$ cat src/rtl/uart_pkg.sv
// Shared definitions for the configurable UART: parity modes, receiver states,
// 50 MHz baud divisors and the 3-tap majority helper.
package uart_pkg;

  localparam int unsigned PAR_NONE = 0;
  localparam int unsigned PAR_ODD  = 1;
  localparam int unsigned PAR_EVEN = 2;

  localparam int unsigned B115200 = 434;
  localparam int unsigned B57600  = 868;
  localparam int unsigned B38400  = 1302;
  localparam int unsigned B19200  = 2604;
  localparam int unsigned B9600   = 5208;
  localparam int unsigned B4800   = 10417;
  localparam int unsigned B2400   = 20833;
  localparam int unsigned B1200   = 41667;
  localparam int unsigned B600    = 83333;
  localparam int unsigned B300    = 166667;

  typedef enum logic [2:0] {
    S_IDLE,
    S_START,
    S_DATA,
    S_PAR,
    S_STOP
  } state_e;

  function automatic logic maj3(input logic a, input logic b, input logic c);
    return (a & b) | (a & c) | (b & c);
  endfunction

endpackage

$ cat src/rtl/uart_bit_timer.sv
// Bit-period counter with mid-bit strobe, bit-end strobe and 3-tap majority voter.
module uart_bit_timer
  import uart_pkg::*;
#(
  parameter int unsigned CLKS_PER_BIT = B115200
) (
  input  logic clk,
  input  logic rstn,
  input  logic restart_i,
  input  logic rx_i,
  output logic sample_o,
  output logic bit_end_o,
  output logic bit_o
);

  localparam int unsigned CW   = $clog2(CLKS_PER_BIT);
  localparam int unsigned HALF = CLKS_PER_BIT / 2;

  logic [CW-1:0] cnt_q, cnt_d;
  logic [1:0]    tap_q, tap_d;

  always_comb begin
    tap_d = tap_q;
    if (restart_i || cnt_q == CW'(CLKS_PER_BIT - 1)) cnt_d = '0;
    else                                             cnt_d = cnt_q + 1'b1;
    if (cnt_q == CW'(HALF - 1)) tap_d[0] = rx_i;
    if (cnt_q == CW'(HALF))     tap_d[1] = rx_i;
  end

  always_ff @(posedge clk) begin
    if (!rstn) begin
      cnt_q <= '0;
      tap_q <= '1;
    end else begin
      cnt_q <= cnt_d;
      tap_q <= tap_d;
    end
  end

  // The vote is resolved one cycle after the centre tap, once the third tap is present.
  assign sample_o  = (cnt_q == CW'(HALF + 1));
  assign bit_end_o = (cnt_q == CW'(CLKS_PER_BIT - 1));
  assign bit_o     = maj3(tap_q[0], tap_q[1], rx_i);

endmodule

$ cat src/rtl/uart_rx_cfg.sv
// Configurable UART receiver: majority sampling, false-start rejection, parity/framing/break
// flags and a single-entry valid/ready output register with overrun pulse.
module uart_rx_cfg
  import uart_pkg::*;
#(
  parameter int unsigned CLKS_PER_BIT = B115200,
  parameter int unsigned DATA_BITS    = 8,
  parameter int unsigned PARITY       = PAR_NONE,
  parameter int unsigned STOP_BITS    = 1
) (
  input  logic                 clk,
  input  logic                 rstn,
  input  logic                 rx,
  output logic [DATA_BITS-1:0] out_data,
  output logic                 out_valid,
  input  logic                 out_ready,
  output logic                 parity_err,
  output logic                 frame_err,
  output logic                 break_det,
  output logic                 overrun,
  output logic                 busy
);

  logic rx_meta_q, rx_s_q;
  logic sample, bit_end, bit_val;

  state_e               state_q, state_d;
  logic [DATA_BITS-1:0] shreg_q, shreg_d;
  logic [3:0]           bit_idx_q, bit_idx_d;
  logic                 stop_idx_q, stop_idx_d;
  logic                 par_bit_q, par_bit_d;
  logic                 stop0_q, stop0_d;
  logic                 ferr_q, ferr_d;
  logic                 hold_q, hold_d;
  logic                 done_q, done_d;

  logic [DATA_BITS-1:0] out_data_q;
  logic                 out_valid_q, perr_q, ferr_out_q, brk_q, ovr_q;
  logic                 par_sum, perr_new, brk_new;

  uart_bit_timer #(
    .CLKS_PER_BIT(CLKS_PER_BIT)
  ) u_timer (
    .clk      (clk),
    .rstn     (rstn),
    .restart_i(state_q == S_IDLE),
    .rx_i     (rx_s_q),
    .sample_o (sample),
    .bit_end_o(bit_end),
    .bit_o    (bit_val)
  );

  always_comb begin
    state_d    = state_q;
    shreg_d    = shreg_q;
    bit_idx_d  = bit_idx_q;
    stop_idx_d = stop_idx_q;
    par_bit_d  = par_bit_q;
    stop0_d    = stop0_q;
    ferr_d     = ferr_q;
    hold_d     = hold_q & ~rx_s_q;
    done_d     = 1'b0;
    unique case (state_q)
      S_IDLE: if (!rx_s_q && !hold_q) state_d = S_START;
      S_START: begin
        if (sample && bit_val) state_d = S_IDLE;
        else if (bit_end) begin
          state_d   = S_DATA;
          bit_idx_d = '0;
        end
      end
      S_DATA: begin
        if (sample) begin
          shreg_d   = {bit_val, shreg_q[DATA_BITS-1:1]};
          bit_idx_d = bit_idx_q + 1'b1;
        end
        if (bit_end && bit_idx_q == 4'(DATA_BITS)) begin
          state_d    = (PARITY != PAR_NONE) ? S_PAR : S_STOP;
          stop_idx_d = 1'b0;
        end
      end
      S_PAR: begin
        if (sample) par_bit_d = bit_val;
        if (bit_end) begin
          state_d    = S_STOP;
          stop_idx_d = 1'b0;
        end
      end
      S_STOP: begin
        if (sample) begin
          if (!stop_idx_q) begin
            stop0_d = bit_val;
            ferr_d  = ~bit_val;
          end else begin
            ferr_d  = ferr_q | ~bit_val;
          end
          if (STOP_BITS == 1 || stop_idx_q) begin
            // Completing on a low stop bit means the line may still be low (break);
            // hold off start detection until it has been seen high again.
            state_d = S_IDLE;
            done_d  = 1'b1;
            hold_d  = ~bit_val;
          end else begin
            stop_idx_d = 1'b1;
          end
        end
      end
      default: state_d = S_IDLE;
    endcase
  end

  always_ff @(posedge clk) begin
    if (!rstn) begin
      rx_meta_q  <= 1'b1;
      rx_s_q     <= 1'b1;
      state_q    <= S_IDLE;
      shreg_q    <= '0;
      bit_idx_q  <= '0;
      stop_idx_q <= 1'b0;
      par_bit_q  <= 1'b0;
      stop0_q    <= 1'b0;
      ferr_q     <= 1'b0;
      hold_q     <= 1'b0;
      done_q     <= 1'b0;
    end else begin
      rx_meta_q  <= rx;
      rx_s_q     <= rx_meta_q;
      state_q    <= state_d;
      shreg_q    <= shreg_d;
      bit_idx_q  <= bit_idx_d;
      stop_idx_q <= stop_idx_d;
      par_bit_q  <= par_bit_d;
      stop0_q    <= stop0_d;
      ferr_q     <= ferr_d;
      hold_q     <= hold_d;
      done_q     <= done_d;
    end
  end

  always_comb begin
    par_sum  = (^shreg_q) ^ par_bit_q;
    perr_new = 1'b0;
    if (PARITY == PAR_ODD)  perr_new = ~par_sum;
    if (PARITY == PAR_EVEN) perr_new = par_sum;
    brk_new  = (shreg_q == '0) && (PARITY == PAR_NONE || !par_bit_q) && !stop0_q;
  end

  always_ff @(posedge clk) begin
    if (!rstn) begin
      out_data_q  <= '0;
      out_valid_q <= 1'b0;
      perr_q      <= 1'b0;
      ferr_out_q  <= 1'b0;
      brk_q       <= 1'b0;
      ovr_q       <= 1'b0;
    end else begin
      ovr_q <= 1'b0;
      if (done_q) begin
        if (!out_valid_q || out_ready) begin
          out_data_q  <= shreg_q;
          out_valid_q <= 1'b1;
          perr_q      <= perr_new;
          ferr_out_q  <= ferr_q;
          brk_q       <= brk_new;
        end else begin
          ovr_q <= 1'b1;
        end
      end else if (out_valid_q && out_ready) begin
        out_valid_q <= 1'b0;
      end
    end
  end

  assign out_data   = out_data_q;
  assign out_valid  = out_valid_q;
  assign parity_err = perr_q;
  assign frame_err  = ferr_out_q;
  assign break_det  = brk_q;
  assign overrun    = ovr_q;
  assign busy       = (state_q != S_IDLE);

endmodule

$ cat config.mk
export PLATFORM = sky130hd
export DESIGN_NAME = uart_rx_cfg
export DESIGN_NICKNAME = d
export VERILOG_FILES = /design/src/rtl/uart_pkg.sv /design/src/rtl/uart_bit_timer.sv /design/src/rtl/uart_rx_cfg.sv
export SDC_FILE = /design/constraint.sdc
export NUM_CORES = 1
export LEC_CHECK = 0
export BUFFER_PORTS_ARGS = -buffer_cell sky130_fd_sc_hd__buf_2
export CAP_MARGIN = 0
export CELL_PAD_IN_SITES_DETAIL_PLACEMENT = 0
export CELL_PAD_IN_SITES_GLOBAL_PLACEMENT = 1
export CORE_ASPECT_RATIO = 0.9
export CORE_UTILIZATION = 35
export CTS_CLUSTER_SIZE = 28
export DETAILED_ROUTE_END_ITERATION = 7
export PLACE_DENSITY = 0.73
export SLEW_MARGIN = 20
export SYNTH_ARGS = -nofsm -noshare
export SYNTH_HDL_FRONTEND = slang
export SYNTH_SLANG_ARGS = --single-unit
$ cat constraint.sdc
create_clock -name clk -period 2.1 [get_ports clk]
set_clock_uncertainty 0.1 [all_clocks]
set_input_delay 0.315 -clock clk [delete_from_list [all_inputs] [get_ports clk]]
set_output_delay 0.315 -clock clk [all_outputs]
set_load 0.01 [all_outputs]
==> metrics.log <==
[metrics] register bit count reported by yosys: 44
[metrics] net switching power of the design: approximately 0.32 mW
[metrics] fraction of power spent switching nets: 20.8%
[metrics] worst-case reg-to-reg path depth: 6
[metrics] signal arrival time at the worst endpoint: 2.09 ns
[metrics] global-route wire length before repair: 5.77 mm
[metrics] antenna cell count: 0
[metrics] Pins Over Slew Limit: 0
[metrics] # resized after CTS: 0
[metrics] asr flop ratio synth: 0%
[metrics] Fill cells: 525
[metrics] maximum root-to-sink buffer count: 2
[metrics] Critical R2R Capture: state_q[2]
[metrics] Max Cap Viol: 0
[metrics] number of failing setup endpoints in the final timing report: 0
[metrics] clock tree from TritonCTS: built
[metrics] maximum fanout count along the critical path: 6
[metrics] detailed-route via count: 1368
[metrics] post-DR wirelength/cell: approximately 11 microns
[metrics] timing-limited maximum frequency: 0.510 GHz
[metrics] number of enable-type register cells in the synthesized netlist: 0
[metrics] # hold bufs at CTS: 0
[metrics] critical path startpoint category: flip-flop
[metrics] antenna violations before repair: 0
[metrics] clock root buffer: sky130_fd_sc_hd__clkbuf_8
[metrics] post-synth cell types: 38
[metrics] Initial DRC Count: 49
[metrics] Setup Crit Path Kind: reg -> reg
[metrics] clock latency at the later pin of the worst-skew pair: about 0.30 ns
[metrics] portion of the clock cycle consumed by the worst path in the final layout: 93.3%
[metrics] proportion of power drawn by combinational gates: between 2 and 3%
[metrics] worst hold path cell count: 2
[metrics] die boundary height: around 70 microns
[metrics] global route total overflow: 0
[metrics] die outline width: 78.3 microns
[metrics] vias in the first global route: 1267
[metrics] Synth Net Count: 206
[metrics] pin count of the biggest net entering global routing: 24
[metrics] post-route DRC violation count: 0
[metrics] HPWL reported at the end of detailed placement: 2.31 mm
[metrics] number of ports placed on the die boundary: 18
[metrics] data required time of the worst path: 2.23 ns
[metrics] setup slack at placement: around 0.15 ns
[metrics] nets@finish: 234
[metrics] final sum of negative setup slack: 0 ns
[metrics] share of final-layout standard cells stronger than drive strength 1: 17.3%
[metrics] area delta synth->final: 18.2%
[metrics] worst hold path class: in -> reg
[metrics] post-CTS setup buffers: 0
[metrics] total global routing track utilization: 13.4%
[metrics] portion of total power attributed to sequential cells: 55.2%
[metrics] mapped cell area: 1830 sq um
[metrics] Clock Sinks: 44
[metrics] clock-pin slew of the registers on the worst-case setup and hold paths: 0.08 ns
[metrics] min cycle time layout: just under 2 ns
[metrics] Std-Cell Core Area: 4950 sq um
[metrics] full die area: 5530 sq um
[metrics] ANT nets after route: 0
[metrics] setup slack of the critical path after layout: 0.140 ns
[metrics] cell area after layout: 2170 sq um
[metrics] Yosys warning count: 0
[metrics] run status: finished, final reports clean
[metrics] cell total after placement: 282
[metrics] maximum level of the CTS H-tree: 2
[metrics] number of core rows: 24
[metrics] 1st-pass router iterations: 4
[metrics] area taken by flip-flops and latches: 881 sq um
[metrics] final RePlAce weighted congestion: ~0.75
[metrics] via density per instance: 4.72
[metrics] part of the total power dissipated in the clock network: 42.2%
[metrics] source of the worst register-to-register timing path: u_timer.cnt_q[1]
[metrics] endpoints failing hold: 0
[metrics] R2R Setup Slk: 0.14 ns
[metrics] sequential cell area fraction in the yosys report: between 40% and 50%
[metrics] mean cell area of the mapped netlist: 9.36 sq um
[metrics] routed wire length: 3.24 mm
[metrics] buffers added on ports: 16
[metrics] number of non-filler instances in the completed layout: 290
[metrics] power density of the placed cells: 700 nW/um^2
[metrics] source of the worst hold timing path: rx
[metrics] prevailing post-synth register cell: sky130_fd_sc_hd__dfxtp_1
[metrics] terminating pin of the worst hold path: rx_meta_q
[metrics] Post-DP Area: approximately 2100 sq um
[metrics] area of the multi-input gates: approximately 890 sq um
[metrics] number of instances in the synthesized netlist: between 150 and 200
[metrics] worst vdd rail ir drop: 0.432 mV
[metrics] Leak: around 0.97 nW
[metrics] Internal: 1.20 mW
[metrics] RSZ-0062 raised after global routing: false
[metrics] total CTS buffers: 5
[metrics] initial core utilization: between 30% and 40%
[metrics] Critical Path End Type: flip-flop
flip-flops by register name, summed over array words and instances (netlist names):
name / count
rx_meta_q: 1
out_valid: 1
state_q: 3
done_q: 1
rx_s_q: 1
hold_q: 1
u_timer.cnt_q: 9
out_data: 8
bit_idx_q: 4
frame_err: 1
shreg_q: 8
break_det: 1
stop0_q: 1
ferr_q: 1
u_timer.tap_q: 2
overrun: 1
cell usage in the layout (no fill, tap or decap), types with 5 or more instances in the layout:
master / count
sky130_fd_sc_hd__clkbuf_8: 5
sky130_fd_sc_hd__buf_2: 16
sky130_fd_sc_hd__nor2_1: 33
sky130_fd_sc_hd__dfxtp_1: 44
sky130_fd_sc_hd__nand2b_1: 5
sky130_fd_sc_hd__mux2i_1: 22
sky130_fd_sc_hd__ha_1: 6
sky130_fd_sc_hd__buf_4: 13
sky130_fd_sc_hd__nand3_1: 10
sky130_fd_sc_hd__xor2_1: 6
sky130_fd_sc_hd__nand2_1: 15
sky130_fd_sc_hd__inv_1: 7
power groups by stage:
| stage | Sequential, mW | Clock, mW | Combinational [mW] |
|---|---|---|---|
| floorplan | 0.860 | 0 | 0.0240 |
| detailed placement | 0.859 | 0 | 0.0397 |
| CTS | 0.839 | 0.666 | 0.0399 |
| global route | 0.840 | 0.703 | 0.0441 |
| global placement | 0.859 | 0 | 0.0400 |
| finish | 0.839 | 0.641 | 0.0386 |
worst max-delay path, stage by stage, from the launching register on:
cell                       delay (ns)
sky130_fd_sc_hd__dfxtp_1         0.32
sky130_fd_sc_hd__inv_1           0.07
sky130_fd_sc_hd__ha_1            0.16
sky130_fd_sc_hd__nand4b_1        0.09
sky130_fd_sc_hd__or4_1           0.49
sky130_fd_sc_hd__or4b_1          0.53
sky130_fd_sc_hd__a21oi_1         0.14
synthesized netlist by cell type (2+ instances only):
cell                        n  area (sq um)
sky130_fd_sc_hd__a21oi_1    3          15.0
sky130_fd_sc_hd__and3_1     2          12.5
sky130_fd_sc_hd__buf_2      2          10.0
sky130_fd_sc_hd__clkbuf_1   4          15.0
sky130_fd_sc_hd__dfxtp_1   44           881
sky130_fd_sc_hd__ha_1       6          75.1
sky130_fd_sc_hd__inv_1      7          26.3
sky130_fd_sc_hd__mux2i_1   22           220
sky130_fd_sc_hd__nand2_1   15          56.3
sky130_fd_sc_hd__nand2b_1   5          31.3
sky130_fd_sc_hd__nand3_1   10          50.1
sky130_fd_sc_hd__nand4_1    4          25.0
sky130_fd_sc_hd__nand4b_1   4          35.0
sky130_fd_sc_hd__nor2_1    33           124
sky130_fd_sc_hd__nor3_1     2          10.0
sky130_fd_sc_hd__nor3b_1    3          22.5
sky130_fd_sc_hd__o21ai_0    2          10.0
sky130_fd_sc_hd__o22ai_1    2          12.5
sky130_fd_sc_hd__or4_1      2          15.0
sky130_fd_sc_hd__xor2_1     6          52.6
stage by stage:
step                      hold slack, ns  util (%)  power (mW)
after floorplan                    0.286         -       0.884
after global placement             0.289      41.5       0.899
after detailed placement           0.298      41.5       0.899
after CTS                         0.0932      43.8        1.55
after global routing               0.117      43.8        1.59
final                             0.0955      43.8        1.52
how the worst max path moves through the flow:
stage	startpoint	to	slack, ns
6_report	u_timer.cnt_q[1]	state_q[2]	0.14
5_1_grt	u_timer.cnt_q[1]	state_q[2]	0.0002
3_5_place_dp	u_timer.cnt_q[1]	state_q[2]	0.15
3_3_place_gp	u_timer.cnt_q[1]	state_q[2]	0.16
2_1_floorplan	u_timer.cnt_q[0]	state_q[2]	0.13
4_1_cts	u_timer.cnt_q[1]	state_q[2]	0.14
routing by layer:
metal	vias up	GRT usage, %	routed length, microns
li1	730	-	-
met1	610	18.1	1720
met2	21	19.9	1360
met3	7	3.87	104
met4	0	5.56	52
met5	-	0	0
logic make-up (layout without fill, tap and decap cells):
logic type               after synthesis  count (layout)  synth area share, %
other                                  1               1                0.204
flip-flops                            44              44                 48.0
AO/OA/AOI/OAI                         11              11                 3.75
multiplexers                          22              22                 12.0
XOR/XNOR                               7               7                 3.34
AND/OR/NAND/NOR                       89              89                 24.6
buffers and inverters                 15              44                 3.41
adder cells (fa/ha/maj)                7               7                 4.64
final cells by class:
cell class / instances / area share [%]
Clock buffer: 5 / 3.17
Inverter: 7 / 1.21
Timing Repair Buffer: 29 / 8.19
Tap cell: 65 / 3.75
Sequential cell: 44 / 40.6
Multi-Input combinational cell: 137 / 41.1
Clock inverter: 3 / 1.96
(Power assumes the default switching activity.)
